### src/rtl/move_sequencer_pkg.sv
// Shared move-code definitions for the keyboard front end, cube datapath and sequencer.
package move_sequencer_pkg;

  localparam int unsigned CODE_W = 5;

  // Face/axis move codes; the primed variant follows its base move.
  localparam logic [CODE_W-1:0] MOVE_R       = 5'd0;
  localparam logic [CODE_W-1:0] MOVE_R_PRIME = 5'd1;
  localparam logic [CODE_W-1:0] MOVE_F       = 5'd2;
  localparam logic [CODE_W-1:0] MOVE_F_PRIME = 5'd3;
  localparam logic [CODE_W-1:0] MOVE_U       = 5'd4;
  localparam logic [CODE_W-1:0] MOVE_U_PRIME = 5'd5;
  localparam logic [CODE_W-1:0] MOVE_L       = 5'd6;
  localparam logic [CODE_W-1:0] MOVE_L_PRIME = 5'd7;
  localparam logic [CODE_W-1:0] MOVE_X       = 5'd8;
  localparam logic [CODE_W-1:0] MOVE_X_PRIME = 5'd9;
  localparam logic [CODE_W-1:0] MOVE_Y       = 5'd10;
  localparam logic [CODE_W-1:0] MOVE_Y_PRIME = 5'd11;
  localparam logic [CODE_W-1:0] MOVE_Z       = 5'd12;
  localparam logic [CODE_W-1:0] MOVE_Z_PRIME = 5'd13;
  localparam logic [CODE_W-1:0] MOVE_B       = 5'd14;
  localparam logic [CODE_W-1:0] MOVE_B_PRIME = 5'd15;
  localparam logic [CODE_W-1:0] MOVE_D       = 5'd16;
  localparam logic [CODE_W-1:0] MOVE_D_PRIME = 5'd17;

  localparam logic [CODE_W-1:0] NO_CMD   = 5'b11111;
  localparam logic [CODE_W-1:0] MOVE_MAX = 5'd17;

  typedef enum logic [1:0] {
    StIdle,
    StIssue,
    StWaitDone,
    StSettle
  } seq_state_e;

  function automatic logic is_move(input logic [CODE_W-1:0] code);
    return code <= MOVE_MAX;
  endfunction

endpackage

### src/rtl/move_sequencer_fifo.sv
// Circular move FIFO with separately tracked occupancy and a synchronous flush.
module move_fifo
  import move_sequencer_pkg::*;
#(
  parameter int unsigned DEPTH = 8
) (
  input  logic                         clk,
  input  logic                         rst,
  input  logic                         flush,
  input  logic                         push,
  input  logic                         pop,
  input  logic [CODE_W-1:0]            din,
  output logic [CODE_W-1:0]            dout,
  output logic                         full,
  output logic                         empty,
  output logic [$clog2(DEPTH+1)-1:0]   count
);

  localparam int unsigned PW = $clog2(DEPTH);
  localparam int unsigned CW = $clog2(DEPTH+1);

  logic [CODE_W-1:0] mem [DEPTH];
  logic [PW-1:0]     wr_ptr, rd_ptr;
  logic              do_push, do_pop;

  // Full is judged on start-of-cycle occupancy, so a same-cycle pop never frees a slot.
  assign full    = (count == CW'(DEPTH));
  assign empty   = (count == '0);
  assign do_push = push && !full && !flush;
  assign do_pop  = pop && !empty && !flush;
  assign dout    = mem[rd_ptr];

  // Storage write; contents need no reset since count gates every read.
  always_ff @(posedge clk) begin
    if (do_push) mem[wr_ptr] <= din;
  end

  // Pointers wrap naturally at DEPTH (power of two); count tracks occupancy.
  always_ff @(posedge clk or posedge rst) begin
    if (rst) begin
      wr_ptr <= '0;
      rd_ptr <= '0;
      count  <= '0;
    end else if (flush) begin
      wr_ptr <= '0;
      rd_ptr <= '0;
      count  <= '0;
    end else begin
      if (do_push) wr_ptr <= wr_ptr + 1'b1;
      if (do_pop)  rd_ptr <= rd_ptr + 1'b1;
      count <= count + CW'(do_push) - CW'(do_pop);
    end
  end

endmodule

### src/rtl/move_sequencer.sv
// Move scheduler: arbitrates keyboard and automatic requests into a FIFO and issues
// one move at a time to the rotation datapath, with a settle gap after each move.
module move_sequencer
  import move_sequencer_pkg::*;
#(
  parameter int unsigned DEPTH         = 8,
  parameter int unsigned SETTLE_CYCLES = 1000
) (
  input  logic                       clk,
  input  logic                       rst,
  input  logic [CODE_W-1:0]          kb_cmd,
  input  logic                       kb_changed,
  input  logic [CODE_W-1:0]          auto_cmd,
  input  logic                       auto_valid,
  output logic                       auto_ready,
  input  logic                       flush,
  output logic [CODE_W-1:0]          mv_cmd,
  output logic                       mv_valid,
  input  logic                       mv_ready,
  input  logic                       mv_done,
  output logic                       busy,
  output logic [$clog2(DEPTH+1)-1:0] count,
  output logic                       kb_drop,
  output logic                       bad_code
);

  localparam int unsigned SW = (SETTLE_CYCLES > 0) ? $clog2(SETTLE_CYCLES + 1) : 1;
  localparam logic [SW-1:0] SETTLE_LOAD = SW'(SETTLE_CYCLES);

  seq_state_e        state_q, state_d;
  logic [CODE_W-1:0] mv_cmd_d, fifo_dout, fifo_din;
  logic              mv_valid_d;
  logic [SW-1:0]     settle_q, settle_d;
  logic              kb_changed_d;
  logic              kb_edge, kb_req, kb_bad, auto_fire, auto_ok;
  logic              push, pop, full, empty;

  // Request decode: one keyboard request per key press; NO_CMD is simply "no key".
  assign kb_edge    = kb_changed && !kb_changed_d;
  assign kb_req     = kb_edge && is_move(kb_cmd);
  assign kb_bad     = kb_edge && !is_move(kb_cmd) && (kb_cmd != NO_CMD);
  assign auto_ready = !full && !kb_req && !flush && !rst;
  assign auto_fire  = auto_valid && auto_ready;
  assign auto_ok    = auto_fire && is_move(auto_cmd);
  assign push       = !flush && ((kb_req && !full) || auto_ok);
  assign fifo_din   = kb_req ? kb_cmd : auto_cmd;
  assign busy       = (state_q != StIdle) || !empty;

  move_fifo #(.DEPTH(DEPTH)) u_fifo (
    .clk   (clk),
    .rst   (rst),
    .flush (flush),
    .push  (push),
    .pop   (pop),
    .din   (fifo_din),
    .dout  (fifo_dout),
    .full  (full),
    .empty (empty),
    .count (count)
  );

  // Issue FSM next state; a move in flight always completes, even across a flush.
  always_comb begin
    state_d    = state_q;
    mv_cmd_d   = mv_cmd;
    mv_valid_d = mv_valid;
    settle_d   = settle_q;
    pop        = 1'b0;
    case (state_q)
      StIdle: begin
        if (!empty && !flush) begin
          pop        = 1'b1;
          mv_cmd_d   = fifo_dout;
          mv_valid_d = 1'b1;
          state_d    = StIssue;
        end
      end
      StIssue: begin
        if (mv_valid && mv_ready) begin
          mv_valid_d = 1'b0;
          state_d    = StWaitDone;
        end
      end
      StWaitDone: begin
        if (mv_done) begin
          if (SETTLE_CYCLES == 0) begin
            state_d = StIdle;
          end else begin
            settle_d = SETTLE_LOAD;
            state_d  = StSettle;
          end
        end
      end
      StSettle: begin
        if (settle_q <= SW'(1)) begin
          settle_d = '0;
          state_d  = StIdle;
        end else begin
          settle_d = settle_q - SW'(1);
        end
      end
      default: state_d = StIdle;
    endcase
  end

  // State, issued move, edge history and the registered status pulses.
  always_ff @(posedge clk or posedge rst) begin
    if (rst) begin
      state_q      <= StIdle;
      mv_cmd       <= NO_CMD;
      mv_valid     <= 1'b0;
      settle_q     <= '0;
      kb_changed_d <= 1'b0;
      kb_drop      <= 1'b0;
      bad_code     <= 1'b0;
    end else begin
      state_q      <= state_d;
      mv_cmd       <= mv_cmd_d;
      mv_valid     <= mv_valid_d;
      settle_q     <= settle_d;
      kb_changed_d <= kb_changed;
      kb_drop      <= kb_req && full && !flush;
      bad_code     <= kb_bad || (auto_fire && !is_move(auto_cmd));
    end
  end

endmodule

### config.mk
export PLATFORM = sky130hd
export DESIGN_NAME = move_sequencer
export DESIGN_NICKNAME = d
export VERILOG_FILES = /design/src/rtl/move_sequencer_pkg.sv /design/src/rtl/move_sequencer_fifo.sv /design/src/rtl/move_sequencer.sv
export SDC_FILE = /design/constraint.sdc
export NUM_CORES = 1
export LEC_CHECK = 0
export CAP_MARGIN = 30
export CORE_MARGIN = 10
export CORE_UTILIZATION = 35
export DETAILED_ROUTE_END_ITERATION = 8
export PLACE_DENSITY = 0.65
export SYNTH_ARGS = -nofsm -noshare
export SYNTH_HDL_FRONTEND = slang
export SYNTH_SLANG_ARGS = --single-unit
### constraint.sdc
create_clock -name clk -period 5.6 [get_ports clk]
set_input_delay 1.12 -clock clk [delete_from_list [all_inputs] [get_ports clk]]
set_output_delay 1.12 -clock clk [all_outputs]
set_load 0.03 [all_outputs]
==> impl.org <==
** CTS
- Clock Pin Slew Worst Setup and Hold Paths :: about 0.08 ns
- The number of setup buffers added after CTS is 0.
- The cell sitting at the root of the clock tree is a sky130_fd_sc_hd__clkbuf_8.
- Num Clock Sinks :: between 70 and 80
- The H-tree was split into 3 levels.
- CTS tree :: built
- The number of gates resized after CTS was 0.
- Count of hold buffers inserted by post-cts repair :: 0
- Clock Latency Late Sink :: approximately 0.34 ns
- Clock tree buffer depth :: 2
- Num CTS Buffers :: 9

** Floorplanning
- The region available for standard cell placement spans around 9400 um2.
- Die ar. :: 14100 um2
- Die extent in x :: 119 um
- Rows :: 35
- Die Ht :: ~120 um
- Starting density of the core :: 0.364
- During I/O placement, the number of pins put on the boundary was 31.

** Place
- The wire-length estimate of the detail-placed layout is between 4 and 5 mm.
- The congestion estimate from routability-driven global placement came to slightly below 0.8.
- Timing analysis after detailed placement gives a worst setup slack of between 1 and 1.5 ns.
- Port bufs :: 30
- Summing all placed instances gives a cell area of roughly 3800 um2.

** Final layout
- Measured on the finished design, the core utilization comes to 0.436.
- Layout cell share with drive strength beyond 1 :: 0.147
- Compared with the post-synthesis result, the final layout area differs by 19.9%.
- Number of antenna diodes :: 0
- The finished cells cover about 4100 um2.
- For this run, the post-layout net count is roughly 330.

** Pwr
- The analysis attributes to cell leakage a power of around 1.5 nW.
- Power Dens Cells :: roughly 280 nW/um2
- Maximum VDD drop :: between 0.1 and 0.15 mV

** Worst setup path
- Worst Setup End Kind :: primary output
- Total buffers and inverters traversed by the critical path :: 2
- Walking the worst path, the cells encountered are clkdlybuf4s50_1 -> nor2_1 -> and3_1 -> clkdlybuf4s50_1.
- The critical path is of the in2out type.
- Element type at the critical path start :: input pin
- In this run the worst path has a maximum fanout of 15.
- CP arrival :: about 3.1 ns
- In this design, the stage delay of the slowest critical-path cell is just under 0.7 ns.
- Library cell appearing most often on the critical path :: sky130_fd_sc_hd__clkdlybuf4s50_1
- In this design, the largest share of critical-path delay is due to buffers and inverters.
- In this run the register-to-register setup slack is between 2 and 3 ns.
- Data required time at the worst endpoint :: between 4 and 5 ns
- Slowest-stage cell, CP :: sky130_fd_sc_hd__clkdlybuf4s50_1

** STA
- Setup violations remaining at the end of the flow were counted as 0.
- For this run, the top clock speed supported by timing is 239 MHz.
- Final hold analysis gives a worst-case slack of a little over 0.5 ns.
- Fin Clk Skew :: ~0.0074 ns
- Setup repair after global routing left no endpoint under its margin.
- The worst pin sits at a relative slew slack of 0.357.
- The number of failing hold endpoints at the final stage is 0.
- The count of pins over their slew limit came to 0.
- Final period utilization :: 0.748
- For the pin with the worst max-slew slack, the measured transition is 0.938 ns.
- Least setup slack across all paths after layout :: about 1.4 ns
- Setup Total Neg Slack :: 0 ns
- The worst path needs 4.19 ns of the cycle, external delays included.

** Global route
- The first global-routing pass estimated about 11 mm of wire.
- Across every metal layer, demand over resource in global routing totals 0.0937.
- Overall overflow remaining after global route :: 0
- Via count of the first global-routing pass :: between 2000 and 2500
- The initial antenna violation count is 0.
- Entering global routing, the biggest net connects 32 pins.

** Routing
- The pre-antenna-repair detailed-routing pass consisted of 4 iterations.
- After detailed routing, the number of remaining DRC violations is 0.
- Once detail routing completed, the nets flagged for antenna violations numbered 0.
- After detailed routing, the number of vias per cell comes to between 4 and 5.
- Dividing the detail-routed wire length by the instance count gives between 10 and 15 um.
- After the first detailed-routing iteration, the DRC count stood at a little over 60.
- Via count :: 2104
- Total wire length after detailed routing :: between 6 and 7 mm

** Run
- Number of maximum-capacitance constraint violations :: 0

** Yosys
- Post-synth cell types :: 49
- After synthesis, the largest family of logic cells by area is simple AND/OR/NAND/NOR gates.
- After synthesis, the cell types taking the most area are sky130_fd_sc_hd__edfxtp_1 (35%), sky130_fd_sc_hd__dfrtp_1 (19%), sky130_fd_sc_hd__mux4_2 (6.6%), sky130_fd_sc_hd__ha_1 (5.1%), sky130_fd_sc_hd__dfstp_2 (3.9%).
- Counting flops and latches in the post-synthesis netlist gives 71.
- For this run, the number of Yosys warnings is 0.
- Of the total synthesized cell area, the portion taken by full adders, half adders and majority gates is 0.0573.
- Gate count of the mapped netlist :: between 200 and 300
- In the synthesized netlist the async set-or-reset flop fraction comes to 0.437.
- Xor/xnor share of the synthesized area :: 0.0103
- The number of nets in the synthesized netlist is a little under 300.
- Multiplexer share of the synthesized area :: 0.105
- Avg Inst Size Synth :: about 13 um2
- The most used flip-flop cell after synthesis is sky130_fd_sc_hd__edfxtp_1.
- The share of the Yosys chip area taken by registers is 0.582.
- Share of Yosys cell area claimed by the top area cell type :: 0.352
- Simple-gate area share of the yosys netlist :: 0.130
- The mapped netlist covers 3410 um2.
- Number of flops mapped to enable cells by yosys :: 40
- The biggest area contributor in the post-synthesis netlist is sky130_fd_sc_hd__edfxtp_1.
- The share of the synthesized area in compound gates (AO/OA/AOI/OAI) was 0.0888.

** Outcome
- The run finished with clean final reports.

** Hold path
- The worst hold path belongs to the class reg2reg.
state kept, by name, summed over array words and instances, names as in the netlist:
name and count:
bad_code 1, kb_changed_d 1, kb_drop 1, mv_cmd 5
mv_valid 1, settle_q 10, state_q 2, u_fifo.count 4
u_fifo.mem 40, u_fifo.rd_ptr 3, u_fifo.wr_ptr 3
routing by layer:
layer,GRT usage,wire length (um),vias up,part of all wire
met4,0.0550,126,0,0.020
met2,0.148,3010,30,0.48
met1,0.113,2900,1016,0.46
met5,0,0,-,0
met3,0.0238,198,11,0.032
li1,-,-,1047,-
kinds of logic (layout without fill, tap and decap cells):
kind of cell               count (synthesis)  count (layout)
buffers and inverters                     24              64
adders and majority gates                 15              15
DFF                                       71              71
xor gates and xnor gates                   4               4
AOI/OAI and AO/OA                         44              44
muxes                                     22              22
and+or+nand+nor                           86              86
cells in the final DEF (no fill, tap or decap), drive strengths merged, types with 3 or more instances in the layout:
cell / instances
edfxtp: 40
clkdlybuf4s50: 30
dfrtp: 26
nor2: 25
inv: 17
a21oi: 16
nand2: 15
ha: 14
clkbuf: 11
nor3: 10
mux4: 10
o21ai: 8
nand2b: 7
mux2i: 6
mux2: 6
nor2b: 5
dfstp: 5
nand3: 5
nor4: 3
o22a: 3
or3b: 3
nor3b: 3
and2: 3
bufinv: 3
worst paths after layout:
path	start	endpoint	depth (start not counted)
setup / recovery	flush	auto_ready	4
hold / removal	mv_cmd[2]	mv_cmd[2]	2
setup reg to reg	state_q[0]	u_fifo.count[1]	9
hold reg to reg	mv_cmd[2]	mv_cmd[2]	2
max in group asynchronous	rst	mv_cmd[1]	3
min in group asynchronous	rst	kb_changed_d	3
where the power goes:
group / total, W / switching [W] / internal [W]
sequential: 0.000568 / 0.00000497 / 0.000563
clock: 0.000486 / 0.000189 / 0.000297
combinational: 0.0000785 / 0.0000439 / 0.0000346
worst register-to-register path, delay by kind of cell (launching register included):
kind	cells	cell delay, ns
buf+inv	2	0.17
simple gates	3	0.89
flops	1	0.41
fa+ha+maj	4	1.27
cells in the mapped netlist, types with 6 or more instances:
cell type and instances:
sky130_fd_sc_hd__dfrtp_1 26, sky130_fd_sc_hd__o21ai_0 7, sky130_fd_sc_hd__mux2i_1 6, sky130_fd_sc_hd__nand2_1 14
sky130_fd_sc_hd__nand2b_1 7, sky130_fd_sc_hd__edfxtp_1 40, sky130_fd_sc_hd__nor3_1 10, sky130_fd_sc_hd__ha_1 14
sky130_fd_sc_hd__nor2_1 25, sky130_fd_sc_hd__inv_1 17, sky130_fd_sc_hd__mux4_2 10, sky130_fd_sc_hd__a21oi_1 16
final cells by class:
type / count / area (um2)
clock inverters: 5 / 106
multi-input cells: 171 / 1330
clock buffers: 11 / 131
well taps: 129 / 161
inverters: 17 / 63.8
repair buffers: 31 / 308
flip-flops and latches: 71 / 1980
fillers: 908 / 5290
per-stage QoR:
stage,std cells,power [W]
finish,435,0.00113
floorplan,266,0.000625
global route,435,0.00117
global placement,419,0.000656
detailed placement,419,0.000659
CTS,435,0.00115
No activity file was read; power rests on OpenSTA's default activity.
==> edit: new RTL, config.mk and constraints unchanged <==
`DEPTH` is set to 8 in 2 places; all go to 4.
--- a/src/rtl/move_sequencer_fifo.sv
+++ b/src/rtl/move_sequencer_fifo.sv
@@ -2,7 +2,7 @@
 module move_fifo
   import move_sequencer_pkg::*;
 #(
-  parameter int unsigned DEPTH = 8
+  parameter int unsigned DEPTH = 4
 ) (
   input  logic                         clk,
   input  logic                         rst,
--- a/src/rtl/move_sequencer.sv
+++ b/src/rtl/move_sequencer.sv
@@ -3,7 +3,7 @@
 module move_sequencer
   import move_sequencer_pkg::*;
 #(
-  parameter int unsigned DEPTH         = 8,
+  parameter int unsigned DEPTH         = 4,
   parameter int unsigned SETTLE_CYCLES = 1000
 ) (
   input  logic                       clk,
Interface: changed (resized count); port bits go from 31 to 30. No check against the original RTL was run, so the function may have changed too.
==> edit against the original RTL <==
Area after synthesis down 30%; wire length down 26%; power up 5.6%; sequential cell count down 23; register-to-register slack about the same; setup slack better by 0.074 ns; utilization down 0.81 points; cell area down 30%; final cell count down 29%; worst hold slack better by 0.044 ns; fmax up 1.8%.
==> edit: results (changes against the original RTL) <==
The minimum setup slack after placement came out at 1.50 ns (+0.0912 ns). The worst clock skew on the final layout is 0.00895 ns (+0.00154 ns). The largest voltage drop on the vdd net came out at 220 uV (+77%). In this run the most critical hold path is launched from u_fifo.wr_ptr[0]. The clock latency reported for the late side of the worst-skew pair is 0.30 ns (-0.04 ns). Counting instances in the post-synthesis netlist gives the leading cell types as sky130_fd_sc_hd__dfrtp_1 (23), sky130_fd_sc_hd__nand2_1 (21), sky130_fd_sc_hd__edfxtp_1 (20). The via total after detailed routing was 1563 (-26%). The share of cells above drive strength 1 came to 0.144 (-0.00295).

In the final layout, the registers with the most flip-flops are u_fifo.mem x20, settle_q x10, mv_cmd x5. The met1 wire length was 2110 um (-27%). The cell with the largest stage delay on the worst path is sky130_fd_sc_hd__clkdlybuf4s50_1. The reg-to-reg setup timing slack is 2.75 ns (about the same). The length in cells of the worst reg-to-reg path is 12 (+3). The worst hold slack across all endpoints is 0.549 ns (+0.0442 ns). The global placer's final weighted congestion came to 0.807 (+4.0%).

The number of filler cells placed in the layout is 622 (-31%). The number of setup buffers added after CTS came out at 0 (unchanged). The startpoint identified for the worst register-to-register timing path is state_q[0].

The routed wire length per instance is 14.9 um (+3.6%). The pin count of the biggest net entering global routing is 29 (-9.4%). The post-detailed-route DRC marker count came out at 0 (unchanged). The share of Yosys cell area claimed by the top area cell type is 0.252 (-0.100).

The end point of the most critical hold path is u_fifo.wr_ptr[0]. The number of inserted diodes came to 0 (unchanged). The number of distinct standard cells referenced by the synthesized netlist was 49 (unchanged).

The number of antenna violations at the first check in global routing came to 0 (unchanged). The switching power came out at 0.000416 W (+75%). The post-synthesis net count came to 226 (-24%). The post-layout net count came out at 258 (-23%).

The number of cells on the worst hold path is 1 (-1). The flow ran to the end, and the final reports show no timing, DRC or antenna violations. The routed length on met3 was 168 um (-15%). The relative max-transition margin is 0.522 (+0.165). The TritonCTS buffer count came to 5 (-4).

The worst register-to-register path ends at u_fifo.count[2]. The count of buffers inserted at the top-level ports is 29 (-3.3%). The number of synthesized flops with an enable pin came out at 20 (-50%).

The highest fanout seen on the critical path came to 6 (-9). The post-synthesis async set-or-reset flop share came out at 0.583 (+0.147). The length of routed met2 wiring is 2210 um (-27%). The count of routing violations after the opening detailed-route iteration is 77 (+24%). The half-perimeter wire length of the detailed placement result is 3440 um (-25%). After clock tree synthesis, the clock-pin slew on the worst setup and hold paths is 0.09 ns. The number of H-tree branching levels came out at 2 (-1). The number of global-route vias before repair is 1544 (-28%).

The first-pass GRT wire length came to 7650 um (-29%). The portion of the post-synthesis area used by sequential elements came out at 0.549 (-0.0333). The total iterations of the first detailed-routing run is 4 (unchanged).

The critical path arrival is 3.00 ns (-0.07 ns). The count of yosys warnings during synthesis was 0 (unchanged). Yosys attributes the largest share of cell area to sky130_fd_sc_hd__edfxtp_1 (25%), sky130_fd_sc_hd__dfrtp_1 (24%), sky130_fd_sc_hd__ha_1 (6.3%). The delay of the slowest cell on the worst path is 0.63 ns (-0.06 ns). After detailed routing, no signal wire sits above met4. The leakage power summed over all cells is 1.11 nW (-27%).

The total track usage came out at 0.0940 (+0.000323).
-- edit: changes by cell type in the layout (fill, tap and decap cells not counted), moves of 4 or more --
| cell | delta |
|---|---|
| sky130_fd_sc_hd__nor3_1 | -7 |
| sky130_fd_sc_hd__nor2b_1 | -4 |
| sky130_fd_sc_hd__mux4_2 | -5 |
| sky130_fd_sc_hd__a21oi_1 | -14 |
| sky130_fd_sc_hd__clkbuf_8 | -4 |
| sky130_fd_sc_hd__nand2b_1 | -4 |
| sky130_fd_sc_hd__nor2_1 | -10 |
| sky130_fd_sc_hd__nand2_1 | +7 |
| sky130_fd_sc_hd__edfxtp_1 | -20 |
| sky130_fd_sc_hd__inv_1 | -5 |
-- edit: metal layers --
| metal | vias to the layer above | global-route usage |
|---|---|---|
| met5 | - | 0 |
| met4 | 0 | 0.0434 |
| met3 | 9 | 0.0261 |
| met2 | 26 | 0.145 |
| met1 | 756 | 0.119 |
| li1 | 772 | - |
-- edit: cells by family after synthesis --
group,after synthesis,share of synthesized area
and+or+nand+nor,72,0.158
DFF,48,0.549
AOI/OAI and AO/OA,26,0.0835
buffers and inverters,18,0.0294
muxes,15,0.0945
adders and majority gates,13,0.0714
xor gates and xnor gates,4,0.0147
-- edit: power by group through the flow --
stage               logic [W]  clock network (W)  registers, W
global route         0.000487           0.000267      0.000525
CTS                  0.000445           0.000256      0.000512
detailed placement   0.000443                  0      0.000519
floorplan            0.000268                  0      0.000555
finish               0.000438           0.000248      0.000511
global placement     0.000436                  0      0.000517
-- edit: how the worst max path moves through the flow --
stage              start          to  slack (ns)  cells past startpoint
6_report       kb_cmd[1]  auto_ready        1.48                      5
3_5_place_dp   kb_cmd[1]  auto_ready        1.50                      5
2_1_floorplan      flush  auto_ready        2.10                      2
5_1_grt        kb_cmd[1]  auto_ready        1.42                      5
3_3_place_gp   kb_cmd[1]  auto_ready        1.57                      5
4_1_cts        kb_cmd[1]  auto_ready        1.50                      5
-- edit: area by class of cell --
type | instances | share of cell area
Sequential cell | 48 | 0.455
Multi-Input combinational cell | 130 | 0.350
Timing Repair Buffer | 31 | 0.106
Tap cell | 80 | 0.0348
Clock buffer | 5 | 0.0239
Inverter | 12 | 0.0157
Clock inverter | 3 | 0.0148
-- edit: stage by stage --
step	area [sq um]	std cells	total power, W
after floorplan	2380	196	0.000823
after global placement	2760	301	0.000954
after detailed placement	2760	301	0.000962
after CTS	2880	309	0.00121
after global routing	2880	309	0.00128
final	2880	309	0.00120
